File: src/rtl/cmd_wb_master.sv
`default_nettype none
// ============================================================================
//  Module   : cmd_wb_master
//  Purpose  : Bus-side companion of the core command queue. Arbitrates the
//             two queued command words (slot 0 = instruction, slot 1 = data),
//             runs one classic single-beat Wishbone master cycle at a time and
//             returns the termination to the originating core port while
//             pulsing the per-slot taken/complete handshake.
//  Ports    : clk, rst (async, active-low)
//             cmd_in_0/1    queued i/d command words
//             cmd_taken     per-slot one-cycle pulse, command accepted
//             cmd_complete  per-slot one-cycle pulse, command finished
//             wb_*          Wishbone master side (cyc/stb/we/sel/adr/datw,
//                           ack/err/datr)
//             i_wb_*/d_wb_* termination and read data to core i/d ports
//  Command word layout (CMD_SIZE = 71):
//             [70] VALID  [69] TAKEN  [68] WE  [67:64] SEL
//             [63:32] ADR  [31:0] DATW
//  Revision : 1.0 - initial release
// ============================================================================
module cmd_wb_master #(
    parameter int ARB_MODE       = 1,
    parameter int TIMEOUT_CYCLES = 255,
    localparam int CMD_SIZE      = 71
) (
    input  logic                clk,
    input  logic                rst,
    input  logic [CMD_SIZE-1:0] cmd_in_0,
    input  logic [CMD_SIZE-1:0] cmd_in_1,
    output logic [1:0]          cmd_taken,
    output logic [1:0]          cmd_complete,
    output logic                wb_cyc,
    output logic                wb_stb,
    output logic                wb_we,
    output logic [3:0]          wb_sel,
    output logic [31:0]         wb_adr,
    output logic [31:0]         wb_datw,
    input  logic                wb_ack,
    input  logic                wb_err,
    input  logic [31:0]         wb_datr,
    output logic                i_wb_ack,
    output logic                i_wb_err,
    output logic [31:0]         i_wb_datr,
    output logic                d_wb_ack,
    output logic                d_wb_err,
    output logic [31:0]         d_wb_datr
);

    // Command word field positions
    localparam int c_valid    = 70;
    localparam int c_taken    = 69;
    localparam int c_we       = 68;
    localparam int c_sel_lsb  = 64;
    localparam int c_adr_lsb  = 32;
    localparam int c_datw_lsb = 0;

    localparam bit         c_tmo_en   = (TIMEOUT_CYCLES != 0);
    localparam logic [7:0] c_tmo_last = (TIMEOUT_CYCLES == 0) ? 8'd0
                                                              : 8'(TIMEOUT_CYCLES - 1);

    typedef enum logic [1:0] {
        S_IDLE = 2'd0,
        S_REQ  = 2'd1,
        S_RSP  = 2'd2
    } state_t;

    state_t      r_state, w_state_nxt;
    logic        r_sel,   w_sel_nxt;     // slot owning the current transaction
    logic        r_last,  w_last_nxt;    // slot served last (round-robin)
    logic [7:0]  r_count, w_count_nxt;   // REQ cycles elapsed

    logic        w_cyc_nxt;
    logic        w_we_nxt;
    logic [3:0]  w_bsel_nxt;
    logic [31:0] w_adr_nxt;
    logic [31:0] w_datw_nxt;
    logic [1:0]  w_taken_nxt;
    logic [1:0]  w_cmpl_nxt;
    logic        w_iack_nxt, w_ierr_nxt;
    logic        w_dack_nxt, w_derr_nxt;
    logic [31:0] w_idatr_nxt, w_ddatr_nxt;

    logic              w_elig0, w_elig1, w_pick;
    logic [CMD_SIZE-1:0] w_cmd;
    logic              w_timeout;
    logic              w_rsp_err;
    logic [31:0]       w_rsp_dat;

    assign w_elig0 = cmd_in_0[c_valid] & ~cmd_in_0[c_taken];
    assign w_elig1 = cmd_in_1[c_valid] & ~cmd_in_1[c_taken];

    // Fixed priority favours d; round-robin favours the slot not served last.
    always_comb begin
        w_pick = w_elig1;
        if (w_elig0 && w_elig1) begin
            w_pick = (ARB_MODE == 0) ? 1'b1 : ~r_last;
        end
    end

    assign w_cmd     = w_pick ? cmd_in_1 : cmd_in_0;
    assign w_timeout = c_tmo_en && (r_count == c_tmo_last);

    // A response without a clean ack is an error (err, ack+err, or timeout).
    // Only a clean read ack returns slave data.
    assign w_rsp_err = wb_err | ~wb_ack;
    assign w_rsp_dat = (wb_ack && !wb_err && !wb_we) ? wb_datr : 32'd0;

    always_comb begin
        w_state_nxt = r_state;
        w_sel_nxt   = r_sel;
        w_last_nxt  = r_last;
        w_count_nxt = 8'd0;
        w_cyc_nxt   = wb_cyc;
        w_we_nxt    = wb_we;
        w_bsel_nxt  = wb_sel;
        w_adr_nxt   = wb_adr;
        w_datw_nxt  = wb_datw;
        w_taken_nxt = 2'b00;
        w_cmpl_nxt  = 2'b00;
        w_iack_nxt  = 1'b0;
        w_ierr_nxt  = 1'b0;
        w_dack_nxt  = 1'b0;
        w_derr_nxt  = 1'b0;
        w_idatr_nxt = 32'd0;
        w_ddatr_nxt = 32'd0;

        case (r_state)
            S_IDLE: begin
                if (w_elig0 || w_elig1) begin
                    w_state_nxt = S_REQ;
                    w_sel_nxt   = w_pick;
                    w_taken_nxt = w_pick ? 2'b10 : 2'b01;
                    w_cyc_nxt   = 1'b1;
                    w_we_nxt    = w_cmd[c_we];
                    w_bsel_nxt  = w_cmd[c_sel_lsb +: 4];
                    w_adr_nxt   = w_cmd[c_adr_lsb +: 32];
                    w_datw_nxt  = w_cmd[c_datw_lsb +: 32];
                end
            end

            S_REQ: begin
                if (wb_ack || wb_err || w_timeout) begin
                    // Response outputs are loaded here so they appear in the
                    // single RSP cycle, one cycle after the slave terminates.
                    w_state_nxt = S_RSP;
                    w_cyc_nxt   = 1'b0;
                    w_last_nxt  = r_sel;
                    w_cmpl_nxt  = r_sel ? 2'b10 : 2'b01;
                    if (r_sel) begin
                        w_dack_nxt  = ~w_rsp_err;
                        w_derr_nxt  = w_rsp_err;
                        w_ddatr_nxt = w_rsp_dat;
                    end else begin
                        w_iack_nxt  = ~w_rsp_err;
                        w_ierr_nxt  = w_rsp_err;
                        w_idatr_nxt = w_rsp_dat;
                    end
                end else begin
                    w_count_nxt = r_count + 8'd1;
                end
            end

            S_RSP: begin
                w_state_nxt = S_IDLE;
            end

            default: begin
                w_state_nxt = S_IDLE;
                w_cyc_nxt   = 1'b0;
            end
        endcase
    end

    always_ff @(posedge clk or negedge rst) begin
        if (!rst) begin
            r_state      <= S_IDLE;
            r_sel        <= 1'b0;
            r_last       <= 1'b0;
            r_count      <= 8'd0;
            wb_cyc       <= 1'b0;
            wb_stb       <= 1'b0;
            wb_we        <= 1'b0;
            wb_sel       <= 4'd0;
            wb_adr       <= 32'd0;
            wb_datw      <= 32'd0;
            cmd_taken    <= 2'b00;
            cmd_complete <= 2'b00;
            i_wb_ack     <= 1'b0;
            i_wb_err     <= 1'b0;
            i_wb_datr    <= 32'd0;
            d_wb_ack     <= 1'b0;
            d_wb_err     <= 1'b0;
            d_wb_datr    <= 32'd0;
        end else begin
            r_state      <= w_state_nxt;
            r_sel        <= w_sel_nxt;
            r_last       <= w_last_nxt;
            r_count      <= w_count_nxt;
            wb_cyc       <= w_cyc_nxt;
            wb_stb       <= w_cyc_nxt;
            wb_we        <= w_we_nxt;
            wb_sel       <= w_bsel_nxt;
            wb_adr       <= w_adr_nxt;
            wb_datw      <= w_datw_nxt;
            cmd_taken    <= w_taken_nxt;
            cmd_complete <= w_cmpl_nxt;
            i_wb_ack     <= w_iack_nxt;
            i_wb_err     <= w_ierr_nxt;
            i_wb_datr    <= w_idatr_nxt;
            d_wb_ack     <= w_dack_nxt;
            d_wb_err     <= w_derr_nxt;
            d_wb_datr    <= w_ddatr_nxt;
        end
    end

endmodule
`default_nettype wire

File: config.mk
export PLATFORM = sky130hd
export DESIGN_NAME = cmd_wb_master
export DESIGN_NICKNAME = d
export VERILOG_FILES = /design/src/rtl/cmd_wb_master.sv
export SDC_FILE = /design/constraint.sdc
export NUM_CORES = 1
export LEC_CHECK = 0
export CAP_MARGIN = 10
export CORE_ASPECT_RATIO = 0.75
export CORE_MARGIN = 3
export CORE_UTILIZATION = 39
export DETAILED_ROUTE_END_ITERATION = 7
export GPL_ROUTABILITY_DRIVEN = 0
export PLACE_DENSITY_LB_ADDON = 0.3
export SYNTH_ARGS = -nofsm -noshare
export SYNTH_HDL_FRONTEND = slang
export SYNTH_SLANG_ARGS = --single-unit
File: constraint.sdc
create_clock -name clk -period 2.4 [get_ports clk]
set_input_delay 0.6 -clock clk [delete_from_list [all_inputs] [get_ports clk]]
set_output_delay 0.6 -clock clk [all_outputs]
set_load 0.03 [all_outputs]
==> results.cfg <==
[outcome]
outcome = completed

[sta]
min_period_over_period_pct = 88.06
maxSlewHeadroom_pct = 65.43
rsz0062_at_grt = false
tightestPinTransition_ps = 518.6
finClkSkew_ps = 7.908
slew_viol_final = 0
hold_ws_ps = 148.5
fmax_mhz = 473.2
finalSetupViolCount = 0
fin_tns_setup_ps = 0
finalCriticalPeriod_ps = 2113
finalHoldViolations = 0

[routing]
met2_length_um = 9324
final_antenna_net_count = 0
drc_errors = 0
drt_iter0_drc = 274
vias_per_cell = 4.973
top_layer = met4
vias = 4903
wl_met3_um = 1407
wl_per_cell_um = 19.09
routed_wl_um = 18830
wirelength_met1_um = 7684
detail_route.first_pass.iterations = 4

[worst_setup_path]
cp.arrival_ps = 1510
crit_slowest_cell = clkdlybuf4s50_1
crit_type = flop to output port
cp_num_buf_inv = 1
critPathMaxFanout = 3
cpLargestDelayFamily = buffers and inverters
end_kind = output port
crit_chain = clkdlybuf4s50_1
cp-start-kind = flop
required_ps = 1800
cp_slowest_stage_delay_ps = 720

[floorplan]
core_area_um2 = 14690
die_x_um = 148.5
die-area_um2 = 16750
placementRows = 38
start_util_pct = 40.41
die_h_um = 112.9
pin_count = 321

[yosys]
synth_cells = 451
yosys_warnings = 0
synth_seq_cells = 154
synth_area_um2 = 5937
synth_seq_area_share_pct = 64.91
ys_types = 29
synth.avg_cell_area_um2 = 13.16
synth_nets = 631

[layout]
layout_common_cells = clkdlybuf4s50_1, dfrtp_1, and2_1, a221o_1, clkbuf_16
fillers = 1068
seq_area_um2 = 3854
drive_gt1_share_pct = 6.997
multi_input_area_um2 = 1891
final_common_cell = clkdlybuf4s50_1
diodes = 0
fin_nets = 955
area_delta_synth_final_pct = 68.47

[global_route]
grt_overflow = 0
grt_pass1_wl_um = 29400
grt_max_degree = 55
grt_pass1_vias = 5232
antenna_found_initial = 0
grt_use_total_pct = 22.48

[clock_network]
cts_hold_buf = 0
ctsResizeCount = 0
clockBufferDepth = 2
cts-root-buf = clkbuf_16
numCtsBuffers = 17
cts_setup_buffers = 0
clkTransAtPathRegs_ps = 60
cts_tree = built
clk_latency_ps = 410
numClockSinks = 154
htreeDepth = 4

[power_and_ir_drop]
cellLeakagePower_nw = 4.351
pwr_density_cell_nw_per_um2 = 1006
max-vdd-ir-drop_mv = 0.7822

[placement]
dp_hpwl_um = 14250
io_buffers = 320

[job]
max_cap_violations = 0

[worst_hold_path]
min_path_type = primary input to async pin
## area by class of cell
class	count	share of cell area [%]
Sequential cell	154	38.53
Inverter	4	0.1501
Tap cell	200	2.502
Clock buffer	19	4.428
Clock inverter	11	1.476
Timing Repair Buffer	338	34.01
Multi-Input combinational cell	260	18.90
## layer usage
| layer | GRT usage (%) | vias up |
|---|---|---|
| met4 | 8.246 | 0 |
| met2 | 36.83 | 210 |
| met5 | 0 | - |
| met1 | 28.72 | 2425 |
| met3 | 6.325 | 31 |
| li1 | - | 2237 |
## flip-flops by register name (all words and copies together), names as in the netlist
register,cells
cmd_complete,2
cmd_taken,2
d_wb_ack,1
d_wb_datr,32
d_wb_err,1
i_wb_ack,1
i_wb_datr,32
i_wb_err,1
r_count,8
r_last,1
r_sel,1
r_state,2
wb_adr,32
wb_datw,32
wb_sel,4
wb_stb,1
wb_we,1
## power by group
group / total (W) / internal, W / switching [W]
combinational: 0.00390 / 0.00185 / 0.00205
sequential: 0.00350 / 0.00316 / 0.000332
clock: 0.00267 / 0.00165 / 0.00101
## through the flow
stage	cell area [um^2]	worst slack (ps)	instances	power (W)	utilization, %
after CTS	10000	242.4	986	0.01016	68.08
after global routing	10000	235.2	986	0.01052	68.08
final	10000	286.7	986	0.01006	68.08
after global placement	9412	97.14	956	0.007361	64.06
after detailed placement	9412	47.14	956	0.007437	64.06
after floorplan	5937	599.0	451	0.005573	-
## synth_stat cells
library cell    n  area [um^2]
buf_6           6        67.56
o21ai_2         1        8.760
a21o_1          1        7.510
or2_2           1        6.260
inv_1           3        11.26
nand2b_1        2        12.51
xnor2_1         1        8.760
a21oi_1         3        15.01
and4_4          3        33.78
clkbuf_1        9        33.78
buf_2          17        85.08
nor2_1         17        63.81
nand4_1         1        6.260
dfrtp_1       154         3854
and2_1        124        775.7
and4_1          4        35.03
nand2_1         4        15.01
nand3_1         7        35.03
a221o_1        69        690.7
buf_4           1        7.510
a211o_1         1        8.760
a21boi_1        1        7.510
nor3_1          6        30.03
ha_1            2        25.02
xor2_1          5        43.79
nor2b_1         4        25.02
clkinv_1        1        3.750
and3_1          2        12.51
o21a_1          1        7.510
## final timing paths
path	from	to	slack [ps]	cells past startpoint
hold / removal	rst	r_count[1]$_DFF_PN0_	150	1
setup reg to reg	r_count[0]$_DFF_PN0_	i_wb_datr[19]$_DFF_PN0_	570	6
hold reg to reg	r_count[0]$_DFF_PN0_	r_count[0]$_DFF_PN0_	540	1
max in group asynchronous	rst	r_sel$_DFFE_PN0P_	1580	2
setup / recovery	wb_we$_DFFE_PN0P_	wb_we	290	1
min in group clk	r_count[0]$_DFF_PN0_	r_count[0]$_DFF_PN0_	540	1
## cells by family (layout without fill, tap and decap cells)
kind of cell | after synthesis | in the layout | synth area share (%)
simple gates | 175 | 175 | 17.70
flops | 154 | 154 | 64.91
compound gates | 77 | 77 | 12.56
buf+inv | 37 | 372 | 3.519
xor+xnor | 6 | 6 | 0.8851
fa+ha+maj | 2 | 2 | 0.4214
Note: power is estimated with default switching activity, not from simulation.
==> RTL change: new RTL, same flow settings <==
Re-encode `state_t` (3 states) as one-hot, 3 bits wide.
--- a/src/rtl/cmd_wb_master.sv
+++ b/src/rtl/cmd_wb_master.sv
@@ -59,8 +59,8 @@
                                                               : 8'(TIMEOUT_CYCLES - 1);
 
-    typedef enum logic [1:0] {
-        S_IDLE = 2'd0,
-        S_REQ  = 2'd1,
-        S_RSP  = 2'd2
+    typedef enum logic [2:0] {
+        S_IDLE = 3'b001,
+        S_REQ  = 3'b010,
+        S_RSP  = 3'b100
     } state_t;
 
Check against the original RTL: same outputs for any inputs over 4 cycles, from zero or initial values and one cycle with rst low; so few cycles prove little.
==> RTL change against the original RTL <==
Register-to-register slack got worse by 0.18 ns; first-iteration DRC count is 22% lower; sequential power rose by 4%; global-route usage is 0.70 points lower; cell area grew 0.40%; sequential cell count is 1 higher; wire length shrank 3.2%; power rose by 3.1%; setup slack worse by 0.041 ns; cell count is 6.6% higher; clock power is 3% lower; non-clock buffer count is 3 lower; synthesized area rose by 0.30%; critical endpoint unchanged; largest power group unchanged.
==> RTL change: results (changes against the original RTL) <==
| Metric | Value |
|---|---|
| Top post-synthesis cells by count | `154 x dfrtp_1, 142 x nand2_1, 62 x and2_1, 56 x a22oi_1, 16 x clkbuf_1` |
| Worst VDD drop | `0.729 mV (-6.8%)` |
| Total sequential power | `3.63 mW (+4%)` |
| Worst Tran Pin Value | `0.443 ns (-0.0756 ns)` |
| Multi-input gate area | `1890 sq um (+0.13%)` |
| Initial antenna violation count | `0 (unchanged)` |
| ClkCell Share | `5.81% (-0.098 points)` |
| Synth top area cells | `dfrtp_1 65%, nand2_1 9.0%, a22oi_1 7.1%, and2_1 6.5%, a22oi_2 2.7%` |
| Outcome | `completed` |
| Slowest CP cell | `clkdlybuf4s50_1` |
| Setup Skew | `0.00777 ns (-0.000137 ns)` |
| # fillers | `1085 (+1.6%)` |
| Largest net degree at the start of global routing | `62 (+13%)` |
| Register area share after synthesis | `65.2% (+0.25 points)` |
| Clock buffer count | `20 (+1)` |
| Seq/total area | `38.6% (+0.11 points)` |
| P_int | `6.52 mW (-2.3%)` |
| Syn Nets | `695 (+10%)` |
| Routed vias | `5024 (+2.5%)` |
| CP arrival | `1.55 ns (+0.04 ns)` |
| Detailed placement HPWL | `13.7 mm (-4.0%)` |
| Global router's overall resource usage | `21.8% (-0.70 points)` |
| Logic inverters | `5 (+1)` |
| Sw Ratio | `37.2% (+3.4 points)` |
| Global-route wire length before repair | `28.6 mm (-2.8%)` |
| Crit path launch | `wb_we$_DFFE_PN0P_` |
| Met1 wire length | `6.87 mm (-11%)` |
| CP max FO | `5 (+2)` |
| Total clock sinks | `155 (+0.65%)` |
| Multi-In Gates | `324 (+25%)` |
| Vias in the first global route | `5378 (+2.8%)` |
| Pleak | `4.56 nW (+4.7%)` |
| Nonclk buf count | `335 (-0.89%)` |
| Grt met1 use | `25.1% (-3.6 points)` |
| Max Fclk | `464 MHz (-1.9%)` |
| Worst reg2reg startpoint | `r_state[0]$_DFFE_PN1P_` |
| Combinational cell power | `4.15 mW (+6.4%)` |
| GRT met3 Usage | `7.85% (+1.5 points)` |
| WL met2 | `9.31 mm (-0.16%)` |
| Synth cell types | `34 (+17%)` |
| Layout net count | `1018 (+6.6%)` |
| Pre-CTS WS | `0.0496 ns (+0.00251 ns)` |
| DR iter-0 viols | `213 (-22%)` |
| R2R Setup Slk | `0.39 ns (-0.18 ns)` |
| Met2 usage | `37.6% (+0.76 points)` |
| DR WL/cell | `17.3 um (-9.2%)` |
| Share of post-route cells with drive strength above 1 | `8.46% (+1.5 points)` |
RTL change: cell count changes after synthesis, moves of 3 or more:
cell,unedited run,this run
a21oi_1,3,0
a221o_1,69,0
a22oi_1,0,56
a22oi_2,0,13
and2_1,124,62
and4_1,4,1
and4_4,3,0
buf_2,17,5
clkbuf_1,9,16
nand2_1,4,142
nand3_1,7,3
nor2_1,17,12
RTL change: kinds of logic after synthesis:
family                   Yosys count  synth area share [%]
adder cells (fa/ha/maj)            2                 0.420
multiplexers                       1                 0.189
XOR/XNOR                           6                 0.883
flip-flops                       155                  65.2
AO/OA/AOI/OAI                     74                  10.8
buffers and inverters             36                  3.51
AND/OR/NAND/NOR                  241                  19.0
RTL change: per-stage QoR:
stage               hold WS (ns)  util [%]  area [sq um]  cells
finish                    0.0949      68.4         10000   1051
detailed placement         0.456      64.4          9460   1019
global placement           0.449      64.4          9460   1019
global route               0.103      68.4         10000   1051
CTS                       0.0959      68.4         10000   1051
floorplan                  0.304         -          5950    515
